==> src/rtl/vrased_reset_seq_pkg.sv <==
// Shared types and constants for the VRASED reset sequencer: state encoding,
// default reset-handler address, monitor request bit positions.
package vrased_reset_seq_pkg;

  typedef enum logic [1:0] {
    ST_IDLE   = 2'd0,
    ST_ASSERT = 2'd1,
    ST_ARM    = 2'd2
  } state_e;

  localparam logic [15:0] RESET_HANDLER_DEF = 16'h0000;

  localparam int REQ_STACK = 0;
  localparam int REQ_ATOM  = 1;
  localparam int REQ_AC    = 2;

  // Down-counter width able to hold max(a,b)-1, never narrower than 1 bit.
  function automatic int timer_w(input int a, input int b);
    int m;
    m = (a > b) ? a : b;
    return (m <= 2) ? 1 : $clog2(m);
  endfunction

endpackage

==> src/rtl/vrased_sat_counter.sv <==
// Saturating up-counter; sticks at all-ones, cleared only by clr.
module vrased_sat_counter #(
  parameter int W = 8
) (
  input  logic         clk,
  input  logic         clr,
  input  logic         inc,
  output logic [W-1:0] q
);

  logic [W-1:0] q_q, q_d;

  always_comb begin
    q_d = q_q;
    if (inc && (q_q != '1)) q_d = q_q + W'(1);
  end

  always_ff @(posedge clk) begin
    if (clr) q_q <= '0;
    else     q_q <= q_d;
  end

  assign q = q_q;

endmodule

==> src/rtl/vrased_reset_seq.sv <==
// Turns level reset requests from the VRASED monitors into a fixed-width
// registered core reset, with a re-arm window and sticky cause / count readout.
module vrased_reset_seq
  import vrased_reset_seq_pkg::*;
#(
  parameter logic [15:0] RESET_HANDLER = RESET_HANDLER_DEF,
  parameter int          NREQ          = 3,
  parameter int          RST_CYCLES    = 4,
  parameter int          ARM_TIMEOUT   = 16,
  parameter int          CNT_W         = 8
) (
  input  logic             mclk,
  input  logic             por,
  input  logic [NREQ-1:0]  viol_req,
  input  logic [15:0]      pc,
  input  logic             cause_clr,
  output logic             sys_rst,
  output logic [NREQ-1:0]  cause,
  output logic [CNT_W-1:0] viol_cnt,
  output logic             busy
);

  localparam int          TW       = timer_w(RST_CYCLES, ARM_TIMEOUT);
  localparam logic [TW-1:0] RST_LOAD = TW'(RST_CYCLES - 1);
  localparam logic [TW-1:0] ARM_LOAD = TW'(ARM_TIMEOUT - 1);

  state_e          state_q, state_d;
  logic [TW-1:0]   rst_tmr_q, rst_tmr_d;
  logic [TW-1:0]   arm_tmr_q, arm_tmr_d;
  logic [NREQ-1:0] cause_q, cause_d;
  logic            sys_rst_q, sys_rst_d;
  logic            busy_q, busy_d;
  logic            cnt_inc;
  logic            req_any;

  assign req_any = |viol_req;

  always_comb begin
    state_d   = state_q;
    rst_tmr_d = rst_tmr_q;
    arm_tmr_d = arm_tmr_q;
    cause_d   = cause_q;
    cnt_inc   = 1'b0;
    case (state_q)
      ST_IDLE: begin
        if (req_any) begin
          state_d   = ST_ASSERT;
          rst_tmr_d = RST_LOAD;
          // A coincident clear drops old history; the new violation survives.
          cause_d   = (cause_clr ? '0 : cause_q) | viol_req;
          cnt_inc   = 1'b1;
        end else if (cause_clr) begin
          cause_d = '0;
        end
      end
      ST_ASSERT: begin
        if (rst_tmr_q == '0) begin
          state_d   = ST_ARM;
          arm_tmr_d = ARM_LOAD;
        end else begin
          rst_tmr_d = rst_tmr_q - TW'(1);
        end
      end
      ST_ARM: begin
        if ((pc == RESET_HANDLER) && !req_any) begin
          state_d = ST_IDLE;
        end else if (arm_tmr_q == '0) begin
          if (req_any) begin
            state_d   = ST_ASSERT;
            rst_tmr_d = RST_LOAD;
            cause_d   = cause_q | viol_req;
            cnt_inc   = 1'b1;
          end else begin
            state_d = ST_IDLE;
          end
        end else begin
          arm_tmr_d = arm_tmr_q - TW'(1);
        end
      end
      default: state_d = ST_IDLE;
    endcase
    sys_rst_d = (state_d == ST_ASSERT);
    busy_d    = (state_d != ST_IDLE);
  end

  always_ff @(posedge mclk) begin
    if (por) begin
      state_q   <= ST_IDLE;
      rst_tmr_q <= '0;
      arm_tmr_q <= '0;
      cause_q   <= '0;
      sys_rst_q <= 1'b0;
      busy_q    <= 1'b0;
    end else begin
      state_q   <= state_d;
      rst_tmr_q <= rst_tmr_d;
      arm_tmr_q <= arm_tmr_d;
      cause_q   <= cause_d;
      sys_rst_q <= sys_rst_d;
      busy_q    <= busy_d;
    end
  end

  vrased_sat_counter #(.W(CNT_W)) u_viol_cnt (
    .clk (mclk),
    .clr (por),
    .inc (cnt_inc),
    .q   (viol_cnt)
  );

  assign sys_rst = sys_rst_q;
  assign cause   = cause_q;
  assign busy    = busy_q;

endmodule
==> config.mk <==
export PLATFORM = sky130hd
export DESIGN_NAME = vrased_reset_seq
export DESIGN_NICKNAME = d
export VERILOG_FILES = /design/src/rtl/vrased_reset_seq_pkg.sv /design/src/rtl/vrased_sat_counter.sv /design/src/rtl/vrased_reset_seq.sv
export SDC_FILE = /design/constraint.sdc
export NUM_CORES = 1
export LEC_CHECK = 0
export ABC_CLOCK_PERIOD_IN_PS = 1900
export CORE_UTILIZATION = 40
export CTS_CLUSTER_DIAMETER = 100
export DETAILED_ROUTE_END_ITERATION = 7
export MAX_ROUTING_LAYER = met4
export PLACE_DENSITY = 0.82
export REMOVE_ABC_BUFFERS = 1
export SLEW_MARGIN = 20
export SYNTH_ARGS = -nofsm -noshare
export SYNTH_HDL_FRONTEND = slang
export SYNTH_SLANG_ARGS = --single-unit
==> constraint.sdc <==
create_clock -name mclk -period 1.9 [get_ports mclk]
set_clock_uncertainty 0.05 [all_clocks]
set_input_delay 0.19 -clock mclk [delete_from_list [all_inputs] [get_ports mclk]]
set_output_delay 0.19 -clock mclk [all_outputs]
set_load 0.02 [all_outputs]
==> results of run 1 <==
## synth_stat cells, types with 2 or more instances
library cell,n
sky130_fd_sc_hd__ha_1,3
sky130_fd_sc_hd__inv_1,9
sky130_fd_sc_hd__a221oi_1,3
sky130_fd_sc_hd__nand2b_1,2
sky130_fd_sc_hd__nor3_1,5
sky130_fd_sc_hd__nor2_1,13
sky130_fd_sc_hd__a211oi_1,9
sky130_fd_sc_hd__dfxtp_1,23
sky130_fd_sc_hd__o21ai_0,3
sky130_fd_sc_hd__nor2b_1,2
sky130_fd_sc_hd__or4_1,3
sky130_fd_sc_hd__nand2_1,6
sky130_fd_sc_hd__o31ai_1,3
sky130_fd_sc_hd__nand3_1,10
sky130_fd_sc_hd__o41ai_1,2
sky130_fd_sc_hd__nor4_1,3
sky130_fd_sc_hd__a211o_1,2
sky130_fd_sc_hd__a21oi_1,15
sky130_fd_sc_hd__or3_1,3
sky130_fd_sc_hd__clkbuf_1,4
sky130_fd_sc_hd__or3b_1,2
## final timing paths
check / start / to / slack [ns] / cells after the start
worst max-delay path: arm_tmr_q[1]$_SDFFE_PP0P_ / u_viol_cnt.q[5]$_SDFFE_PP0P_ / -0.19 / 7
worst min-delay path: pc[15] / arm_tmr_q[2]$_SDFFE_PP0P_ / 0.35 / 5
worst max register to register: arm_tmr_q[1]$_SDFFE_PP0P_ / u_viol_cnt.q[5]$_SDFFE_PP0P_ / -0.19 / 7
worst min register to register: cause[1]$_SDFFE_PP0P_ / cause[1]$_SDFFE_PP0P_ / 0.46 / 2
## cell type report
| cell class | instances | area, um^2 |
|---|---|---|
| fillers | 237 | 941 |
| multi-input cells | 105 | 793 |
| clock inverters | 1 | 5.00 |
| flip-flops and latches | 23 | 463 |
| inverters | 9 | 33.8 |
| well taps | 31 | 38.8 |
| clock buffers | 3 | 22.5 |
| repair buffers | 55 | 508 |
## registers in the layout, indices dropped and copies added (netlist names)
name	flops
cause	3
sys_rst	1
arm_tmr_q	4
state_q	2
u_viol_cnt.q	8
busy	1
rst_tmr_q	4
## kinds of logic (layout without fill, tap and decap cells)
logic type	Yosys count	in the layout	synth area share [%]
adders and majority gates	3	3	3.13
buffers and inverters	15	68	5.42
AOI/OAI and AO/OA	43	43	25.6
DFF	23	23	38.3
and+or+nand+nor	59	59	27.5
## cells in the final DEF (no fill, tap or decap), types with 2 or more instances in the layout
master,n
sky130_fd_sc_hd__o31ai_2,2
sky130_fd_sc_hd__a221oi_1,2
sky130_fd_sc_hd__inv_1,7
sky130_fd_sc_hd__inv_2,2
sky130_fd_sc_hd__nor2b_1,2
sky130_fd_sc_hd__o21ai_0,2
sky130_fd_sc_hd__nor4_1,3
sky130_fd_sc_hd__nor3_1,4
sky130_fd_sc_hd__buf_6,2
sky130_fd_sc_hd__dfxtp_2,2
sky130_fd_sc_hd__a21oi_1,14
sky130_fd_sc_hd__nand3_1,10
sky130_fd_sc_hd__a211oi_1,8
sky130_fd_sc_hd__nor2_2,2
sky130_fd_sc_hd__nand2b_1,2
sky130_fd_sc_hd__nand2_1,6
sky130_fd_sc_hd__dfxtp_1,21
sky130_fd_sc_hd__buf_4,19
sky130_fd_sc_hd__clkbuf_4,3
sky130_fd_sc_hd__nor2_1,11
sky130_fd_sc_hd__or4_4,2
sky130_fd_sc_hd__ha_1,2
sky130_fd_sc_hd__or3_1,2
sky130_fd_sc_hd__clkdlybuf4s50_1,33
## power breakdown
| part | switching [mW] | internal (mW) | total, mW |
|---|---|---|---|
| sequential | 0.0561 | 0.538 | 0.594 |
| clock | 0.155 | 0.0790 | 0.234 |
| combinational | 0.289 | 0.332 | 0.621 |
## routing by layer
metal | vias to the layer above | wire length [um] | track usage [%]
met1 | 644 | 1510 | 25.8
met4 | 0 | 64 | 9.06
li1 | 649 | - | -
met5 | - | 0 | -
met3 | 7 | 77 | 3.00
met2 | 25 | 1890 | 39.1
## timing repair
item                                    CTS  global route
gates resized for setup                  13            16
pin swaps                                13             5
endpoints found under the setup margin   19            16
buffers inserted                          3             2
## worst max-delay path: stages (launching register included)
cell                      delay [ns]
sky130_fd_sc_hd__dfxtp_2        0.35
sky130_fd_sc_hd__inv_2          0.08
sky130_fd_sc_hd__ha_4           0.13
sky130_fd_sc_hd__or3b_4         0.42
sky130_fd_sc_hd__a211o_4        0.37
sky130_fd_sc_hd__buf_4          0.16
sky130_fd_sc_hd__o41ai_4        0.32
sky130_fd_sc_hd__a21oi_1        0.11
==> insert_results.sql, run 1 <==
INSERT INTO impl_metrics (metric_group, metric, value, unit) VALUES
('run_status', 'status', 'complete, but fails checks', ''),
('run_status', 'violated_checks', 'design-rule violations, negative setup slack', ''),
('clock_tree', 'worst_skew_pair.late_latency', '0.32', 'ns'),
('worst_hold_path', 'hp-class', 'in2reg', ''),
('placement', 'io_buffers', '34', ''),
('timing', 'setup-violations-final', '15', ''),
('pwr', 'power_density', '777', 'nW/um^2'),
('floorplan', 'start_util', '42.8', '%'),
('pwr', 'ir_worst_vdd', '0.488', 'mV'),
('flow_run', 'max-cap-violations', '0', ''),
('placement', 'place.detailed.hpwl', '2440', 'um'),
('layout', 'design_area', '1860', 'um^2'),
('layout', 'post_route_cells_drive_above_1_share', '25.0', '%'),
('floorplan', 'fp.dieArea', '3230', 'um^2'),
('global_routing', 'grt_usage', '22.4', '%'),
('clock_tree', 'root_buffer', 'sky130_fd_sc_hd__clkbuf_4', ''),
('synthesis', 'yosysWarnings', '0', ''),
('worst_setup_path', 'start_kind', 'flop', ''),
('synthesis', 'synth_enable_flop_cells', '0', ''),
('floorplan', 'num_rows', '19', ''),
('clock_tree', 'clockBufferDepth', '2', ''),
('floorplan', 'ios', '35', ''),
('timing', 'finalSetupTns', '-1.57', 'ns'),
('synthesis', 'syn-mean-instance-area', '8.40', 'um^2'),
('layout', 'nNetsFinal', '222', ''),
('drt', 'postRouteAntennaNets', '0', ''),
('clock_tree', 'tritoncts_num_sinks', '23', ''),
('drt', 'drt_drc_violations_left', '5', ''),
('worst_setup_path', 'critical_path_peak_fanout', '5', ''),
('drt', 'avgRoutedWirePerCell', '15.6', 'um'),
('synthesis', 'post_synth_instance_area', '1200', 'um^2'),
('drt', 'detail_route.wirelength', '3540', 'um'),
('synthesis', 'synth_top_area_cell', 'sky130_fd_sc_hd__dfxtp_1', ''),
('synthesis', 'yosys.area.top_type_share', '38.3', '%'),
('pwr', 'design_power_total', '1.45', 'mW'),
('timing', 'final.period_utilization', '110', '%'),
('drt', 'vias_per_cell', '5.84', ''),
('floorplan', 'chipWidth', '56.8', 'um'),
('synthesis', 'async_reset_ff_share', '0', '%'),
('global_routing', 'grt_antenna_before_repair', '0', ''),
('worst_setup_path', 'timing.setup.critical_path_class', 'reg2reg', ''),
('timing', 'period_needed', '2.09', 'ns'),
('drt', 'dr_total_vias', '1325', ''),
('clock_tree', 'cts_tree', 'yes', ''),
('placement', 'postPlaceCellArea', '1670', 'um^2'),
('pwr', 'leakage', '0.658', 'nW'),
('layout', 'antenna_cells', '0', ''),
('timing', 'slew_viol_final', '0', ''),
('placement', 'gp_congestion', '0.902', ''),
('synthesis', 'postSynth.topFlopCell', 'sky130_fd_sc_hd__dfxtp_1', ''),
('drt', 'drt-pass1-iter-count', '6', ''),
('clock_tree', 'cts_inserted_buffers', '3', ''),
('synthesis', 'synth-seq-cells', '23', ''),
('synthesis', 'synth_cells', '143', ''),
('synthesis', 'yosysUniqueCellTypes', '39', ''),
('timing', 'max_slew.worst_pin.slew', '0.650', 'ns'),
('global_routing', 'grt_first_pass_wirelength', '5550', 'um'),
('timing', 'finalHoldWorstSlack', '0.349', 'ns'),
('timing', 'max_slew_margin', '56.5', '%'),
('synthesis', 'synth_area_leaders', 'sky130_fd_sc_hd__dfxtp_1 (38%), sky130_fd_sc_hd__a21oi_1 (6.3%), sky130_fd_sc_hd__a211oi_1 (5.6%)', ''),
('timing', 'final_hold_viol_count', '0', ''),
('global_routing', 'first_global_vias', '1312', ''),
('worst_setup_path', 'crit_arrival', '2.26', 'ns'),
('floorplan', 'floorplan.die.height', '56.8', 'um'),
('layout', 'areaGrowthSynthToFinish', '55.2', '%'),
('global_routing', 'grt_max_degree', '17', ''),
('worst_setup_path', 'cp.required', '2.07', 'ns'),
('layout', 'finalCoreUtilization', '66.5', '%'),
('clock_tree', 'clock_tree.htree_level_count', '1', ''),
('clock_tree', 'clkTransAtPathRegs', '0.13', 'ns'),
('placement', 'dp_worst_setup_slack', '-0.427', 'ns'),
('layout', 'finish.cell_count_without_fillers', '227', ''),
('timing', 'timing.final.ws_setup', '-0.185', 'ns'),
('clock_tree', 'cts_hold_buf', '0', ''),
('global_routing', 'grt_remaining_overflow', '0', ''),
('drt', 'drt_first_iter_violations', '83', ''),
('timing', 'max_clock_freq', '480', 'MHz'),
('floorplan', 'core', '2810', 'um^2'),
('worst_setup_path', 'kind_of_end_point_of_the_critical_path', 'flop', ''),
('synthesis', 'synth_sequential_area_ratio', '38.3', '%'),
('placement', 'placedCellCount', '218', ''),
('timing', 'grt_setup_unrepaired', 'yes', '');
(Power assumes the default switching activity.)
==> run 2, diff against run 1 <==
HOLD_SLACK_MARGIN = 0.06   (was unset)
==> results of run 2 <==
No change in the layout: final DEF, timing and power equal those of run 1.
==> run 3, diff against run 2 <==
PLACE_DENSITY = 0.7   (was 0.82)
==> insert_results.sql, run 3 (synthesis gave the netlist of run 1 again) <==
INSERT INTO impl_metrics (metric_group, metric, value, unit) VALUES
('pwr', 'leakage', '0.699', 'nW'),
('layout', 'sequential_cell_area', '463', 'um^2'),
('clock_tree', 'worst_skew_pair.late_latency', '0.31', 'ns'),
('worst_setup_path', 'start_kind', 'flop', ''),
('worst_setup_path', 'cp.required', '2.11', 'ns'),
('timing', 'final.period_utilization', '106', '%'),
('clock_tree', 'clockBufferDepth', '2', ''),
('drt', 'dr_total_vias', '1286', ''),
('layout', 'largest_register_ffs', '8', ''),
('layout', 'finalCoreUtilization', '66.5', '%'),
('drt', 'postRouteAntennaNets', '0', ''),
('floorplan', 'floorplan.die.height', '56.8', 'um'),
('placement', 'dp_worst_setup_slack', '-0.424', 'ns'),
('timing', 'max_slew_margin', '67.1', '%'),
('pwr', 'ir_worst_vdd', '0.429', 'mV'),
('global_routing', 'first_global_vias', '1279', ''),
('run_status', 'status', 'complete, but fails checks', ''),
('worst_hold_path', 'hp-class', 'in2reg', ''),
('timing', 'grt_setup_unrepaired', 'yes', ''),
('worst_setup_path', 'timing.setup.critical_path_class', 'reg2reg', ''),
('timing', 'timing.final.ws_setup', '-0.119', 'ns'),
('drt', 'drt-pass1-iter-count', '6', ''),
('global_routing', 'grt_remaining_overflow', '0', ''),
('placement', 'gp_congestion', '0.860', ''),
('layout', 'multi_input_gate_area', '767', 'um^2'),
('clock_tree', 'clkTransAtPathRegs', '0.14', 'ns'),
('global_routing', 'grt_antenna_before_repair', '0', ''),
('timing', 'max_slew.worst_pin.slew', '0.492', 'ns'),
('timing', 'final_hold_viol_count', '0', ''),
('global_routing', 'grt_usage', '21.5', '%'),
('layout', 'most_frequent_standard_cell_in_the_layout_excluding_fill_and_tap_cells', 'sky130_fd_sc_hd__clkdlybuf4s50_1', ''),
('timing', 'setup-violations-final', '6', ''),
('clock_tree', 'clock_tree.htree_level_count', '1', ''),
('clock_tree', 'cts_tree', 'yes', ''),
('floorplan', 'start_util', '42.8', '%'),
('pwr', 'design_power_total', '1.42', 'mW'),
('clock_tree', 'tritoncts_num_sinks', '23', ''),
('clock_tree', 'root_buffer', 'sky130_fd_sc_hd__clkbuf_4', ''),
('drt', 'drt_drc_violations_left', '5', ''),
('drt', 'detail_route.wirelength', '3410', 'um'),
('worst_setup_path', 'critical_path_peak_fanout', '8', ''),
('worst_setup_path', 'crit_arrival', '2.23', 'ns'),
('timing', 'period_needed', '2.02', 'ns'),
('timing', 'slew_viol_final', '0', ''),
('placement', 'place.detailed.hpwl', '2370', 'um'),
('flow_run', 'max-cap-violations', '0', ''),
('floorplan', 'num_rows', '19', ''),
('layout', 'areaGrowthSynthToFinish', '55.4', '%'),
('global_routing', 'grt_max_degree', '16', ''),
('clock_tree', 'cts_inserted_buffers', '3', ''),
('placement', 'io_buffers', '34', ''),
('worst_setup_path', 'kind_of_end_point_of_the_critical_path', 'flop', ''),
('run_status', 'violated_checks', 'design-rule violations, negative setup slack', ''),
('drt', 'avgRoutedWirePerCell', '14.9', 'um'),
('layout', 'post_route_cells_drive_above_1_share', '23.7', '%'),
('drt', 'vias_per_cell', '5.62', ''),
('floorplan', 'core', '2810', 'um^2'),
('timing', 'finalSetupTns', '-0.397', 'ns'),
('layout', 'most-common-layout-cells', 'sky130_fd_sc_hd__clkdlybuf4s50_1 (29), sky130_fd_sc_hd__dfxtp_1 (21), sky130_fd_sc_hd__buf_4 (20)', ''),
('floorplan', 'fp.dieArea', '3230', 'um^2'),
('pwr', 'power_density', '759', 'nW/um^2'),
('clock_tree', 'cts_hold_buf', '0', ''),
('layout', 'fill_cells', '238', ''),
('layout', 'nNetsFinal', '224', ''),
('floorplan', 'chipWidth', '56.8', 'um'),
('drt', 'drt_first_iter_violations', '71', ''),
('timing', 'max_clock_freq', '495', 'MHz'),
('layout', 'antenna_cells', '0', ''),
('floorplan', 'ios', '35', ''),
('global_routing', 'grt_first_pass_wirelength', '5430', 'um');
-- run 3: changes by cell type in the layout (fill, tap and decap cells not counted), sizes merged --
cell	delta
clkdlybuf4s50	-4
dlymetal6s2s	+4
buf	+2
-- run 3: repair_timing --
action	4_1_cts	5_1_grt
endpoints found under the setup margin	19	16
resized for setup	17	13
pin swaps	17	9
setup buffers	3	2
-- run 3: metal layers --
layer	up-vias	part of all wire, %	GRT usage, %
met2	17	53	37.1
met3	4	1.8	3.00
li1	656	-	-
met5	-	0	-
met1	609	44	25.5
met4	0	1.4	8.01
-- run 3: metrics by stage --
step	std cells	hold slack (ns)	area, um^2
finish	229	0.328	1870
global route	229	0.349	1870
CTS	227	0.460	1800
detailed placement	220	0.438	1680
global placement	220	0.423	1680
floorplan	137	0.209	1170
-- run 3: worst paths after layout --
path                                  endpoint                 startpoint  slack [ns]  cells after the start
setup / recovery  u_viol_cnt.q[0]$_SDFFE_PP0P_  arm_tmr_q[1]$_SDFFE_PP0P_       -0.12                      7
setup reg to reg  u_viol_cnt.q[0]$_SDFFE_PP0P_  arm_tmr_q[1]$_SDFFE_PP0P_       -0.12                      7
hold reg to reg      rst_tmr_q[1]$_SDFFE_PP0P_  rst_tmr_q[1]$_SDFFE_PP0P_        0.46                      2
hold / removal       arm_tmr_q[2]$_SDFFE_PP0P_                     pc[12]        0.33                      5
-- run 3: cell type report --
cell class              count  area share (%)
multi-input cells         105            41.1
repair buffers             57            28.8
flip-flops and latches     23            24.8
well taps                  31            2.08
inverters                   9            1.81
clock buffers               3            1.21
clock inverters             1           0.268
-- run 3: critical path, cell delays in order, from the launching register on --
cell,delay (ns)
sky130_fd_sc_hd__dfxtp_2,0.35
sky130_fd_sc_hd__inv_2,0.07
sky130_fd_sc_hd__ha_4,0.13
sky130_fd_sc_hd__or3b_4,0.41
sky130_fd_sc_hd__a211o_1,0.32
sky130_fd_sc_hd__buf_6,0.16
sky130_fd_sc_hd__or3_1,0.34
sky130_fd_sc_hd__a21oi_1,0.14
-- run 3: where the power goes --
group / internal (mW) / total, mW / switching [mW]
Combinational: 0.313 / 0.595 / 0.282
Sequential: 0.538 / 0.584 / 0.0453
Clock: 0.0786 / 0.238 / 0.160
Total: 0.930 / 1.42 / 0.487
